File: src/rtl/imm_pkg.sv
// Shared definitions for the immediate generator: RISC-V opcodes, shift funct3
// codes and the immediate format tag.
package imm_pkg;

  localparam logic [6:0] OPC_LOAD    = 7'b0000011;
  localparam logic [6:0] OPC_OPIMM   = 7'b0010011;
  localparam logic [6:0] OPC_AUIPC   = 7'b0010111;
  localparam logic [6:0] OPC_OPIMM32 = 7'b0011011;
  localparam logic [6:0] OPC_STORE   = 7'b0100011;
  localparam logic [6:0] OPC_LUI     = 7'b0110111;
  localparam logic [6:0] OPC_BRANCH  = 7'b1100011;
  localparam logic [6:0] OPC_JALR    = 7'b1100111;
  localparam logic [6:0] OPC_JAL     = 7'b1101111;
  localparam logic [6:0] OPC_SYSTEM  = 7'b1110011;

  localparam logic [2:0] F3_SLL     = 3'b001;
  localparam logic [2:0] F3_SRL_SRA = 3'b101;

  typedef enum logic [2:0] {
    FMT_NONE = 3'd0,
    FMT_I    = 3'd1,
    FMT_S    = 3'd2,
    FMT_B    = 3'd3,
    FMT_U    = 3'd4,
    FMT_J    = 3'd5,
    FMT_SH   = 3'd6,
    FMT_Z    = 3'd7
  } imm_fmt_e;

  function automatic logic is_shift(input logic [2:0] f3);
    return (f3 == F3_SLL) || (f3 == F3_SRL_SRA);
  endfunction

endpackage

File: src/rtl/imm_decode.sv
// Combinational immediate decode: instruction word in, {imm, fmt} out at XLEN.
// CSR zimm decode for SYSTEM opcodes is enabled by defining IMM_GEN_CSR_EN.
module imm_decode
  import imm_pkg::*;
#(
  parameter int XLEN = 32
) (
  input  logic [31:0]     inst,
  output logic [XLEN-1:0] imm,
  output imm_fmt_e        fmt
);

  logic [6:0] opc;
  logic [2:0] f3;
  logic [XLEN-1:0] imm_i, imm_s, imm_b, imm_j, imm_u, shamt, shamt_w;

  function automatic logic [XLEN-1:0] sext(input logic [31:0] v);
    return XLEN'($signed(v));
  endfunction

  assign opc     = inst[6:0];
  assign f3      = inst[14:12];
  assign imm_i   = sext({{20{inst[31]}}, inst[31:20]});
  assign imm_s   = sext({{20{inst[31]}}, inst[31:25], inst[11:7]});
  assign imm_b   = sext({{19{inst[31]}}, inst[31], inst[7], inst[30:25], inst[11:8], 1'b0});
  assign imm_j   = sext({{11{inst[31]}}, inst[31], inst[19:12], inst[20], inst[30:21], 1'b0});
  assign imm_u   = sext({inst[31:12], 12'b0});
  // RV64 shifts use a 6-bit shamt; funct7 bits above it are never forwarded.
  assign shamt   = (XLEN == 64) ? XLEN'(inst[25:20]) : XLEN'(inst[24:20]);
  assign shamt_w = XLEN'(inst[24:20]);

  always_comb begin
    imm = '0;
    fmt = FMT_NONE;
    case (opc)
      OPC_LOAD, OPC_JALR: begin
        imm = imm_i;
        fmt = FMT_I;
      end
      OPC_OPIMM: begin
        if (is_shift(f3)) begin
          imm = shamt;
          fmt = FMT_SH;
        end else begin
          imm = imm_i;
          fmt = FMT_I;
        end
      end
      OPC_OPIMM32: begin
        if (XLEN != 64) begin
          imm = '0;
          fmt = FMT_NONE;
        end else if (is_shift(f3)) begin
          imm = shamt_w;
          fmt = FMT_SH;
        end else begin
          imm = imm_i;
          fmt = FMT_I;
        end
      end
      OPC_STORE: begin
        imm = imm_s;
        fmt = FMT_S;
      end
      OPC_BRANCH: begin
        imm = imm_b;
        fmt = FMT_B;
      end
      OPC_JAL: begin
        imm = imm_j;
        fmt = FMT_J;
      end
      OPC_LUI, OPC_AUIPC: begin
        imm = imm_u;
        fmt = FMT_U;
      end
      OPC_SYSTEM: begin
`ifdef IMM_GEN_CSR_EN
        if ((f3 == 3'b101) || (f3 == 3'b110) || (f3 == 3'b111)) begin
          imm = XLEN'(inst[19:15]);
          fmt = FMT_Z;
        end else begin
          imm = '0;
          fmt = FMT_NONE;
        end
`else
        imm = '0;
        fmt = FMT_NONE;
`endif
      end
      default: begin
        imm = '0;
        fmt = FMT_NONE;
      end
    endcase
  end

endmodule

File: src/rtl/imm_gen_stage.sv
// Registered immediate generator stage: imm_decode followed by an output
// register and a skid register with in-order valid/ready handshaking.
module imm_gen_stage
  import imm_pkg::*;
#(
  parameter int XLEN  = 32,
  parameter int TAG_W = 8
) (
  input  logic             clk,
  input  logic             rst_n,
  input  logic             in_valid,
  output logic             in_ready,
  input  logic [31:0]      in_inst,
  input  logic [TAG_W-1:0] in_tag,
  output logic             out_valid,
  input  logic             out_ready,
  output logic [XLEN-1:0]  out_imm,
  output imm_fmt_e         out_fmt,
  output logic [TAG_W-1:0] out_tag
);

  logic [XLEN-1:0]  dec_imm;
  imm_fmt_e         dec_fmt;
  logic             accept;

  logic             or_valid_q, or_valid_d, sr_valid_q, sr_valid_d;
  logic [XLEN-1:0]  or_imm_q, or_imm_d, sr_imm_q, sr_imm_d;
  imm_fmt_e         or_fmt_q, or_fmt_d, sr_fmt_q, sr_fmt_d;
  logic [TAG_W-1:0] or_tag_q, or_tag_d, sr_tag_q, sr_tag_d;

  imm_decode #(.XLEN(XLEN)) u_decode (
    .inst (in_inst),
    .imm  (dec_imm),
    .fmt  (dec_fmt)
  );

  // in_ready comes straight from the skid flag, so out_ready never reaches it.
  assign in_ready  = !sr_valid_q;
  assign accept    = in_valid && in_ready;
  assign out_valid = or_valid_q;
  assign out_imm   = or_imm_q;
  assign out_fmt   = or_fmt_q;
  assign out_tag   = or_tag_q;

  always_comb begin
    or_valid_d = or_valid_q;
    or_imm_d   = or_imm_q;
    or_fmt_d   = or_fmt_q;
    or_tag_d   = or_tag_q;
    sr_valid_d = sr_valid_q;
    sr_imm_d   = sr_imm_q;
    sr_fmt_d   = sr_fmt_q;
    sr_tag_d   = sr_tag_q;
    if (sr_valid_q) begin
      // Skid full implies OR full; a drain promotes the skid entry.
      if (out_ready) begin
        or_valid_d = 1'b1;
        or_imm_d   = sr_imm_q;
        or_fmt_d   = sr_fmt_q;
        or_tag_d   = sr_tag_q;
        sr_valid_d = 1'b0;
      end else begin
        sr_valid_d = 1'b1;
      end
    end else if (accept) begin
      if (!or_valid_q || out_ready) begin
        or_valid_d = 1'b1;
        or_imm_d   = dec_imm;
        or_fmt_d   = dec_fmt;
        or_tag_d   = in_tag;
      end else begin
        sr_valid_d = 1'b1;
        sr_imm_d   = dec_imm;
        sr_fmt_d   = dec_fmt;
        sr_tag_d   = in_tag;
      end
    end else if (out_ready) begin
      or_valid_d = 1'b0;
    end else begin
      or_valid_d = or_valid_q;
    end
  end

  always_ff @(posedge clk or negedge rst_n) begin
    if (!rst_n) begin
      or_valid_q <= 1'b0;
      or_imm_q   <= '0;
      or_fmt_q   <= FMT_NONE;
      or_tag_q   <= '0;
      sr_valid_q <= 1'b0;
      sr_imm_q   <= '0;
      sr_fmt_q   <= FMT_NONE;
      sr_tag_q   <= '0;
    end else begin
      or_valid_q <= or_valid_d;
      or_imm_q   <= or_imm_d;
      or_fmt_q   <= or_fmt_d;
      or_tag_q   <= or_tag_d;
      sr_valid_q <= sr_valid_d;
      sr_imm_q   <= sr_imm_d;
      sr_fmt_q   <= sr_fmt_d;
      sr_tag_q   <= sr_tag_d;
    end
  end

endmodule

File: config.mk
export PLATFORM = sky130hd
export DESIGN_NAME = imm_gen_stage
export DESIGN_NICKNAME = d
export VERILOG_FILES = /design/src/rtl/imm_pkg.sv /design/src/rtl/imm_decode.sv /design/src/rtl/imm_gen_stage.sv
export SDC_FILE = /design/constraint.sdc
export NUM_CORES = 1
export LEC_CHECK = 0
export CAP_MARGIN = 20
export CORE_ASPECT_RATIO = 0.75
export CORE_MARGIN = 4
export CORE_UTILIZATION = 46
export CTS_CLUSTER_SIZE = 25
export DETAILED_ROUTE_END_ITERATION = 16
export PLACE_DENSITY = 0.76
export SYNTH_ARGS = -nofsm -noshare
export SYNTH_HDL_FRONTEND = slang
export SYNTH_SLANG_ARGS = --single-unit
File: constraint.sdc
create_clock -name clk -period 1.8 [get_ports clk]
set_clock_uncertainty 0.2 [all_clocks]
set_input_delay 0.36 -clock clk [delete_from_list [all_inputs] [get_ports clk]]
set_output_delay 0.36 -clock clk [all_outputs]
set_load 0.005 [all_outputs]
==> results by group <==
Outcome
  • Status: finished clean

Pwr
  • Peak VDD IR: 1020 uV
  • Power per cell area: 939 nW/um2
  • Pleak: 2.97 nW
  • PnR Total Power: 0.00596 W

Final layout
  • Final net count: 626
  • # fillers: 632
  • Final std cells w/o fill: 696
  • Most frequent cells in the layout: dfrtp_1 (87), nand2_1 (73), o21ai_0 (62)
  • Fraction of layout cells with a size suffix above 1: 22.0%
  • Commonest non-fill, non-tap cell in the layout: dfrtp_1
  • Post-route cell area: 6350 um2
  • Util after Layout: 73.5%
  • Layout Area Growth over Synthesis: 52.7%

Clock tree
  • Clock sink count: 88
  • Root Buffer: clkbuf_16
  • Worst-path clk slew: 60 ps
  • Skew-Pair Late Insertion Delay: 340 ps
  • H-tree depth: 3
  • Maximum clock path buffer count: 2
  • CTS buffer count: 9
  • TritonCTS clock tree: done

Global routing
  • Largest net degree at the start of global routing: 37
  • Initial antenna violation count: 1
  • Vias in the first global route: 4071
  • Overflow left after global routing: 0
  • GRT Total Usage: 23.9%
  • First-pass GRT wire length: 20600 um

Setup path
  • Setup crit end kind: flop
  • Worst R2R Setup Slack: 40 ps
  • WS Path Type: in -> reg
  • R2r endpoint: out_imm[19]
  • Worst Setup Start Kind: input pin
  • CP max FO: 5
  • WP data arrival: 1830 ps
  • RR Startpoint: sr_valid_q
  • Worst path required time: 1870 ps
  • R2R depth: 5

STA
  • Least-Margin Pin Slew: 444 ps
  • Pins Over Slew Limit: 0
  • Final worst-path cycle share: 98.1%
  • Hold Violations, Final: 0
  • Setup TNS: 0 ps
  • Slew margin rel.: 70.4%
  • Setup violators final: 0
  • Final Critical Period: 1770 ps
  • Max Fclk: 566 MHz

Detailed routing
  • TritonRoute pass-1 iters: 5
  • Routed WL per cell: 18.9 um
  • ANT nets after route: 0
  • Routed Wire Length: 13100 um
  • Initial DRC count: 353
  • Vias: 4035
  • Residual DRC count: 0
  • Via/cell ratio: 5.80

Synthesis
  • Syn avg cell area: 9.43 um2
  • Gate Count Post-Synth: 441
  • Synth warn: 0
  • Syn Std Cell Area: 4160 um2
  • FF+latch count, synth: 88
  • Synth cell types: 43
  • Mapped Nets: 485
  • Synth area leader: dfrtp_1
  • Synth area leaders: dfrtp_1 (53%), o21ai_0 (8.1%), nand2_1 (6.9%)
  • Register area share after synthesis: 53.0%
  • Synth top area share: 53.0%

Placement
  • IO buf count: 88
  • Gpl congestion: 0.832
  • Cell Area, Placed: 5520 um2
  • Dpl cells: 658
  • DPL Wire Length: 8250 um

Hold path
  • Hold Path Depth: 3
  • Hold EP: out_valid
  • Worst min-delay path startpoint: out_ready
  • Hold WC Path Type: in -> reg

Job
  • Max-cap violation count: 0

Floorplan
  • Site Rows: 29
  • Die X: 118 um
  • CORE AREA: 8640 um2
  • Total I/O pin count: 89
  • Starting density of the core: 48.1%
  • DIE AREA: 10600 um2
  • Die span in y: 90.3 um
synth_stat cells (all sizes together):
master / instances
a2111oi: 2
a211oi: 1
a21oi: 18
a22oi: 5
a31oi: 36
and2b: 3
and3: 13
and3b: 1
buf: 11
clkbuf: 21
dfrtp: 88
inv: 2
mux2i: 8
nand2: 76
nand2b: 4
nand3: 3
nand3b: 21
nand4b: 1
nand4bb: 1
nor2: 30
nor2b: 4
nor3: 9
nor3b: 1
nor4: 3
nor4b: 1
o21ai: 69
o22a: 1
o22ai: 3
o31ai: 1
o32ai: 1
or2: 1
or3b: 2
power by group:
group	internal (W)	switching, W	total (W)
registers	0.00233	0.000194	0.00252
logic	0.000777	0.000646	0.00142
clock network	0.00125	0.000769	0.00201
worst max-delay path, cell delays in order:
cell and delay [ps]:
dlygate4sd2_1 250, buf_6 130, or3b_4 400, a21oi_4 250, buf_12 150, nand2_1 100
a31oi_4 180
flip-flops by register name (all words and copies together), names as in the netlist:
| signal | count |
|---|---|
| sr_imm_q | 32 |
| sr_valid_q | 1 |
| sr_tag_q | 8 |
| sr_fmt_q | 3 |
| out_valid | 1 |
| out_fmt | 3 |
| out_imm | 32 |
| out_tag | 8 |
worst max path at each step:
stage	cells past startpoint	start	to
2_1_floorplan	6	in_inst[3]	out_imm[21]
3_3_place_gp	5	in_inst[4]	out_imm[25]
3_5_place_dp	5	in_inst[4]	out_imm[23]
4_1_cts	1	out_imm[17]	out_imm[17]
5_1_grt	6	sr_valid_q	out_imm[16]
6_report	7	in_inst[3]	sr_imm_q[18]
final cells by class:
class,instances,area [um2],share of cell area (%)
antenna,1,2.50,0.0394
clock buffer,10,239,3.76
clock inverter,6,82.6,1.30
inverter,2,7.51,0.118
multi-input combinational,319,1980,31.2
sequential,88,2200,34.7
tap,108,135,2.13
timing repair buffer,162,1700,26.8
kinds of logic (layout without fill, tap and decap cells):
logic type | after synthesis | count (layout) | synth area share (%)
and+or+nand+nor | 174 | 174 | 21.6
AOI/OAI and AO/OA | 137 | 137 | 19.7
DFF | 88 | 88 | 53.0
buffers and inverters | 34 | 180 | 3.79
muxes | 8 | 8 | 1.93
other | 0 | 1 | 0
per-stage QoR:
step	hold slack, ps	worst slack (ps)
finish	233	34.3
global route	271	-25.4
CTS	278	1.05
detailed placement	132	-732
global placement	125	-665
floorplan	-136	0.450
metal layers:
layer	vias to the layer above	share of wire [%]	global-route usage [%]	wire, um
met3	28	6.3	6.51	829
met1	2000	44	32.8	5750
met4	0	1.9	8.39	250
met2	156	48	36.8	6300
li1	1851	-	-	-
met5	-	0	0	0
what timing repair did:
item                                    CTS  global route
hold buffers                              1             0
gates cloned                              3             1
setup buffers                            11             5
endpoints found under the setup margin   73            70
hold endpoints to repair                 27             0
gates resized for setup                  45            45
pin swaps                                11            11
(Power assumes the default switching activity.)
